[config.mk]
export PLATFORM = sky130hd
export DESIGN_NAME = ifetch_queue
export DESIGN_NICKNAME = d
export VERILOG_FILES = /design/src/rtl/ifq_pkg.sv /design/src/rtl/ifq_storage.sv /design/src/rtl/ifetch_queue.sv
export SDC_FILE = /design/constraint.sdc
export NUM_CORES = 1
export LEC_CHECK = 0
export CORE_MARGIN = 2
export CORE_UTILIZATION = 55
export CTS_CLUSTER_DIAMETER = 50
export DETAILED_ROUTE_END_ITERATION = 12
export GPL_ROUTABILITY_DRIVEN = 0
export PLACE_DENSITY = 0.8
export SETUP_SLACK_MARGIN = 0.02
export SYNTH_ARGS = -nofsm -noshare
export SYNTH_HDL_FRONTEND = slang
export SYNTH_SLANG_ARGS = --single-unit
[constraint.sdc]
create_clock -name clk -period 3.7 [get_ports clk]
set_clock_uncertainty 0.1 [all_clocks]
set_input_delay 0.37 -clock clk [delete_from_list [all_inputs] [get_ports clk]]
set_output_delay 0.37 -clock clk [all_outputs]
set_load 0.05 [all_outputs]
[src/rtl/ifq_pkg.sv]
// Shared constants and width helpers for the instruction prefetch queue.
// Optional same-cycle bypass is enabled by defining IFQ_BYPASS_EN.
package ifq_pkg;

  localparam int XLEN_DEF = 32;
  localparam logic [31:0] NOP_INSTR = 32'h0000_0013;

  // Pointer width: pointers wrap naturally because DEPTH is a power of two.
  function automatic int ptr_width(input int depth);
    return $clog2(depth);
  endfunction

  // Count needs one extra bit to represent the full state (count == DEPTH).
  function automatic int count_width(input int depth);
    return $clog2(depth) + 1;
  endfunction

endpackage

[src/rtl/ifq_storage.sv]
// Flop-array storage for the prefetch queue: one synchronous write port and
// one asynchronous read port. Contents are intentionally not reset.
module ifq_storage
  import ifq_pkg::*;
#(
  parameter int DEPTH = 4,
  parameter int WIDTH = 64
) (
  input  logic                          clk,
  input  logic                          we,
  input  logic [ptr_width(DEPTH)-1:0]   waddr,
  input  logic [WIDTH-1:0]              wdata,
  input  logic [ptr_width(DEPTH)-1:0]   raddr,
  output logic [WIDTH-1:0]              rdata
);

  logic [WIDTH-1:0] mem [DEPTH];

  always_ff @(posedge clk) begin
    if (we) begin
      mem[waddr] <= wdata;
    end
  end

  assign rdata = mem[raddr];

endmodule

[src/rtl/ifetch_queue.sv]
// Instruction prefetch FIFO between ifetch and exec; flushed on jump_select.
// Define IFQ_BYPASS_EN to let an input pair reach the head in the same cycle when empty.
module ifetch_queue
  import ifq_pkg::*;
#(
  parameter int DEPTH = 4,
  parameter int XLEN  = XLEN_DEF
) (
  input  logic                            clk,
  input  logic                            rst,
  input  logic                            i_valid,
  input  logic [XLEN-1:0]                 f_instr_next,
  input  logic [XLEN-1:0]                 f_pc_next,
  output logic                            q_ready,
  output logic                            q_valid,
  output logic [XLEN-1:0]                 q_instr,
  output logic [XLEN-1:0]                 q_pc,
  input  logic                            e_ready,
  input  logic                            jump_select,
  output logic [count_width(DEPTH)-1:0]   q_count
);

  localparam int AW = ptr_width(DEPTH);
  localparam int CW = count_width(DEPTH);
  localparam logic [CW-1:0] FULL = CW'(DEPTH);

  // Handshakes: a push happens when i_valid & q_ready, a pop when
  // q_valid & e_ready, both taking effect at the next rising clk edge.
  logic [AW-1:0]     wr_ptr;
  logic [AW-1:0]     rd_ptr;
  logic [CW-1:0]     count;
  logic              push;
  logic              pop;
  logic              bypass_hit;
  logic              bypass_take;
  logic              wr_en;
  logic              rd_adv;
  logic [2*XLEN-1:0] wdata;
  logic [2*XLEN-1:0] rdata;

  assign q_ready = !rst && (count != FULL);

`ifdef IFQ_BYPASS_EN
  assign bypass_hit = !rst && !jump_select && i_valid && (count == '0);
`else
  assign bypass_hit = 1'b0;
`endif

  assign q_valid     = !rst && ((count != '0) || bypass_hit);
  assign push        = i_valid && q_ready;
  assign pop         = q_valid && e_ready;
  // A bypassed pair consumed in the same cycle never touches storage.
  assign bypass_take = bypass_hit && e_ready;
  assign wr_en       = push && !bypass_take && !jump_select;
  assign rd_adv      = pop && !bypass_take;

  assign wdata   = {f_pc_next, f_instr_next};
  assign q_count = rst ? '0 : count;

  always_ff @(posedge clk) begin
    if (rst) begin
      wr_ptr <= '0;
      rd_ptr <= '0;
      count  <= '0;
    end else if (jump_select) begin
      wr_ptr <= '0;
      rd_ptr <= '0;
      count  <= '0;
    end else begin
      if (wr_en) begin
        wr_ptr <= wr_ptr + 1'b1;
      end
      if (rd_adv) begin
        rd_ptr <= rd_ptr + 1'b1;
      end
      case ({wr_en, rd_adv})
        2'b10:   count <= count + 1'b1;
        2'b01:   count <= count - 1'b1;
        default: count <= count;
      endcase
    end
  end

  always_comb begin
    q_instr = XLEN'(NOP_INSTR);
    q_pc    = '0;
    if (bypass_hit) begin
      q_instr = f_instr_next;
      q_pc    = f_pc_next;
    end else if (!rst && (count != '0)) begin
      {q_pc, q_instr} = rdata;
    end
  end

  ifq_storage #(
    .DEPTH (DEPTH),
    .WIDTH (2*XLEN)
  ) u_storage (
    .clk   (clk),
    .we    (wr_en),
    .waddr (wr_ptr),
    .wdata (wdata),
    .raddr (rd_ptr),
    .rdata (rdata)
  );

endmodule

==> impl_metrics.ini <==
[status]
status = finished, violations left
violations = design-rule violations

[worst_setup_path]
worst_setup_path_end_kind = primary output
critPathSlowestCell = clkdlybuf4s50_1
rrSetupSlack_ps = 920
crit_path_start_kind = register
cp_max_fo = 25
arrival_ps = 2990
path_buf_inv = 2
criticalPathCategory = reg2out
required_ps = 3230
slowest_delay_ps = 730
cp_cell_sequence = buf_12 -> mux4_2 -> and2_1 -> clkdlybuf4s50_1
crit_family = buffers and inverters

[pwr]
power.density_mw_per_mm2 = 487
pwr-share-comb = 0.034
power.internal_w = 0.00507
p_total_w = 0.00624
irDropWorstVdd_uv = 373
p_leak_nw = 4.06
p_switching_w = 0.00118
seq_power_share = 0.532
clkPwrFrac = 0.433
swShare = 0.189

[place]
dp_hpwl_um = 11400
place.port_buffers = 137
dp_slack_ps = 468

[sta]
rsz0062_at_grt = false
setup_viol = 0
period_share = 0.934
fmax_mhz = 289
tightest_slew_ps = 829
setup-tns-final_ps = 0
period_needed_ps = 3460
report.final.hold_viol_count = 0
slew_headroom = 0.442
setup_ws_ps = 243
drv_slew = 0

[cts]
path_clk_slew_ps = 60
clk_latency_ps = 520
root_buffer = clkbuf_16
cts_setup_buffers = 0
cts_tree = yes
cts_max_path_buffers = 3
cts_sinks = 265
hold_buffers = 0
post_cts_resize_count = 0
h-tree-depth = 1
numCtsBuffers = 27

[floorplanning]
num_io_pins = 138
core_mm2 = 0.0181
fp.dieArea_mm2 = 0.0196
start_util = 0.563
rows = 49
dieWidth_um = 140
die_y_um = 140

[route]
drt_iter0_markers = 360
ant_nets = 0
via_per_inst = 5.71
drt-pass1-iter-count = 8
detail_route.wl_per_cell_um = 22.0
routed_wirelength_um = 19200
drc = 7
via_count = 4984

[finish]
final_common_cell = edfxtp_1
fin_nets = 700
fin_util = 0.709
drive_gt1_frac = 0.202
n_antenna_cell = 0
area_growth_pct = 25.9
final_cell_mix = edfxtp_1, clkdlybuf4s50_1, mux4_2, and2_1, clkbuf_16

[synthesis]
synth-edff-count = 256
synth_seq_cells = 265
yosys.area.top_type = edfxtp_1
synth_cell_type_count = 31
ys_seq_area_frac = 0.773
netlist_area_mm2 = 0.0102
avgSynthCellArea_um2 = 21.7
synth_top_area_share = 0.755
yosysWarningCount = 0
synthArstFlopShare = 0
synthCells = 469
synth_nets = 544
synth_area_leaders = edfxtp_1, mux4_2, and2_1
synth-main-ff-cell = edfxtp_1

[global_routing]
gr-total-overflow = 0
grt_use_total = 0.202
grt_max_degree = 65
antenna_found_initial = 2
grt_pass1_vias = 5448
grt_pass1_wl_um = 30400

[job]
cap_violations = 0

[min_path]
hold_path.class = in2reg
cells by family after synthesis:
family / Yosys count / share of synthesized area
flops: 265 / 0.773
xor+xnor: 2 / 0.00172
mux: 64 / 0.142
fa+ha+maj: 6 / 0.00811
compound gates: 10 / 0.00688
simple gates: 91 / 0.0543
buf+inv: 31 / 0.0147
final timing paths:
kind / from / to / cells past startpoint
setup / recovery: register / q_pc[9] / 4
hold / removal: f_pc_next[3] / u_storage.mem[3][35]$_DFFE_PP_ / 1
setup reg to reg: count[2]$_SDFFE_PP0P_ / count[2]$_SDFFE_PP0P_ / 9
hold reg to reg: rd_ptr[1]$_SDFFE_PP0P_ / register / 2
layout make-up:
type,instances,area (µm²)
Inverter,8,30.0
Clock buffer,33,708
Clock inverter,15,186
Multi-Input combinational cell,173,2180
Timing Repair Buffer,150,1550
Tap cell,229,287
Fill cell,1095,5270
Sequential cell,265,7880
layer usage:
metal,global-route usage,wire [µm]
met4,0.0590,367
met3,0.0503,1330
met2,0.331,9530
met1,0.276,7930
met5,0,16
through the flow:
stage / cell area [µm²] / hold WS [ps] / cells
after floorplan: 10200 / 357 / 469
after global placement: 11900 / 370 / 825
after detailed placement: 11900 / 376 / 825
after CTS: 12800 / 355 / 873
after global routing: 12800 / 359 / 873
final: 12800 / 371 / 873
power groups by stage:
| stage | Combinational (W) | Sequential [W] | Clock, W |
|---|---|---|---|
| after floorplan | 0.0000816 | 0.00339 | 0 |
| after global placement | 0.000206 | 0.00338 | 0 |
| after detailed placement | 0.000216 | 0.00339 | 0 |
| after CTS | 0.000217 | 0.00332 | 0.00276 |
| after global routing | 0.000230 | 0.00332 | 0.00286 |
| final | 0.000215 | 0.00332 | 0.00270 |
flip-flops by register name, indices dropped and copies added, names as in the netlist, named ones only:
register / cells
wr_ptr: 2
rd_ptr: 2
u_storage.mem: 256
count: 3
worst reg2reg max path, stage by stage, from the launching register on:
cell and delay [ps]:
dfxtp_1 410, nor3b_1 600, nor4_1 250, inv_1 110
ha_1 170, inv_1 60, fa_1 380, xor2_1 160
or3_1 310, a21oi_1 150
synth_stat cells, types with 3 or more instances:
master / count
nor2_1: 9
inv_1: 8
ha_1: 5
dfxtp_1: 9
and2_1: 65
a21oi_1: 3
or3_1: 5
buf_1: 5
edfxtp_1: 256
mux4_2: 64
buf_4: 6
clkbuf_1: 8
Note: power is estimated with default switching activity, not from simulation.
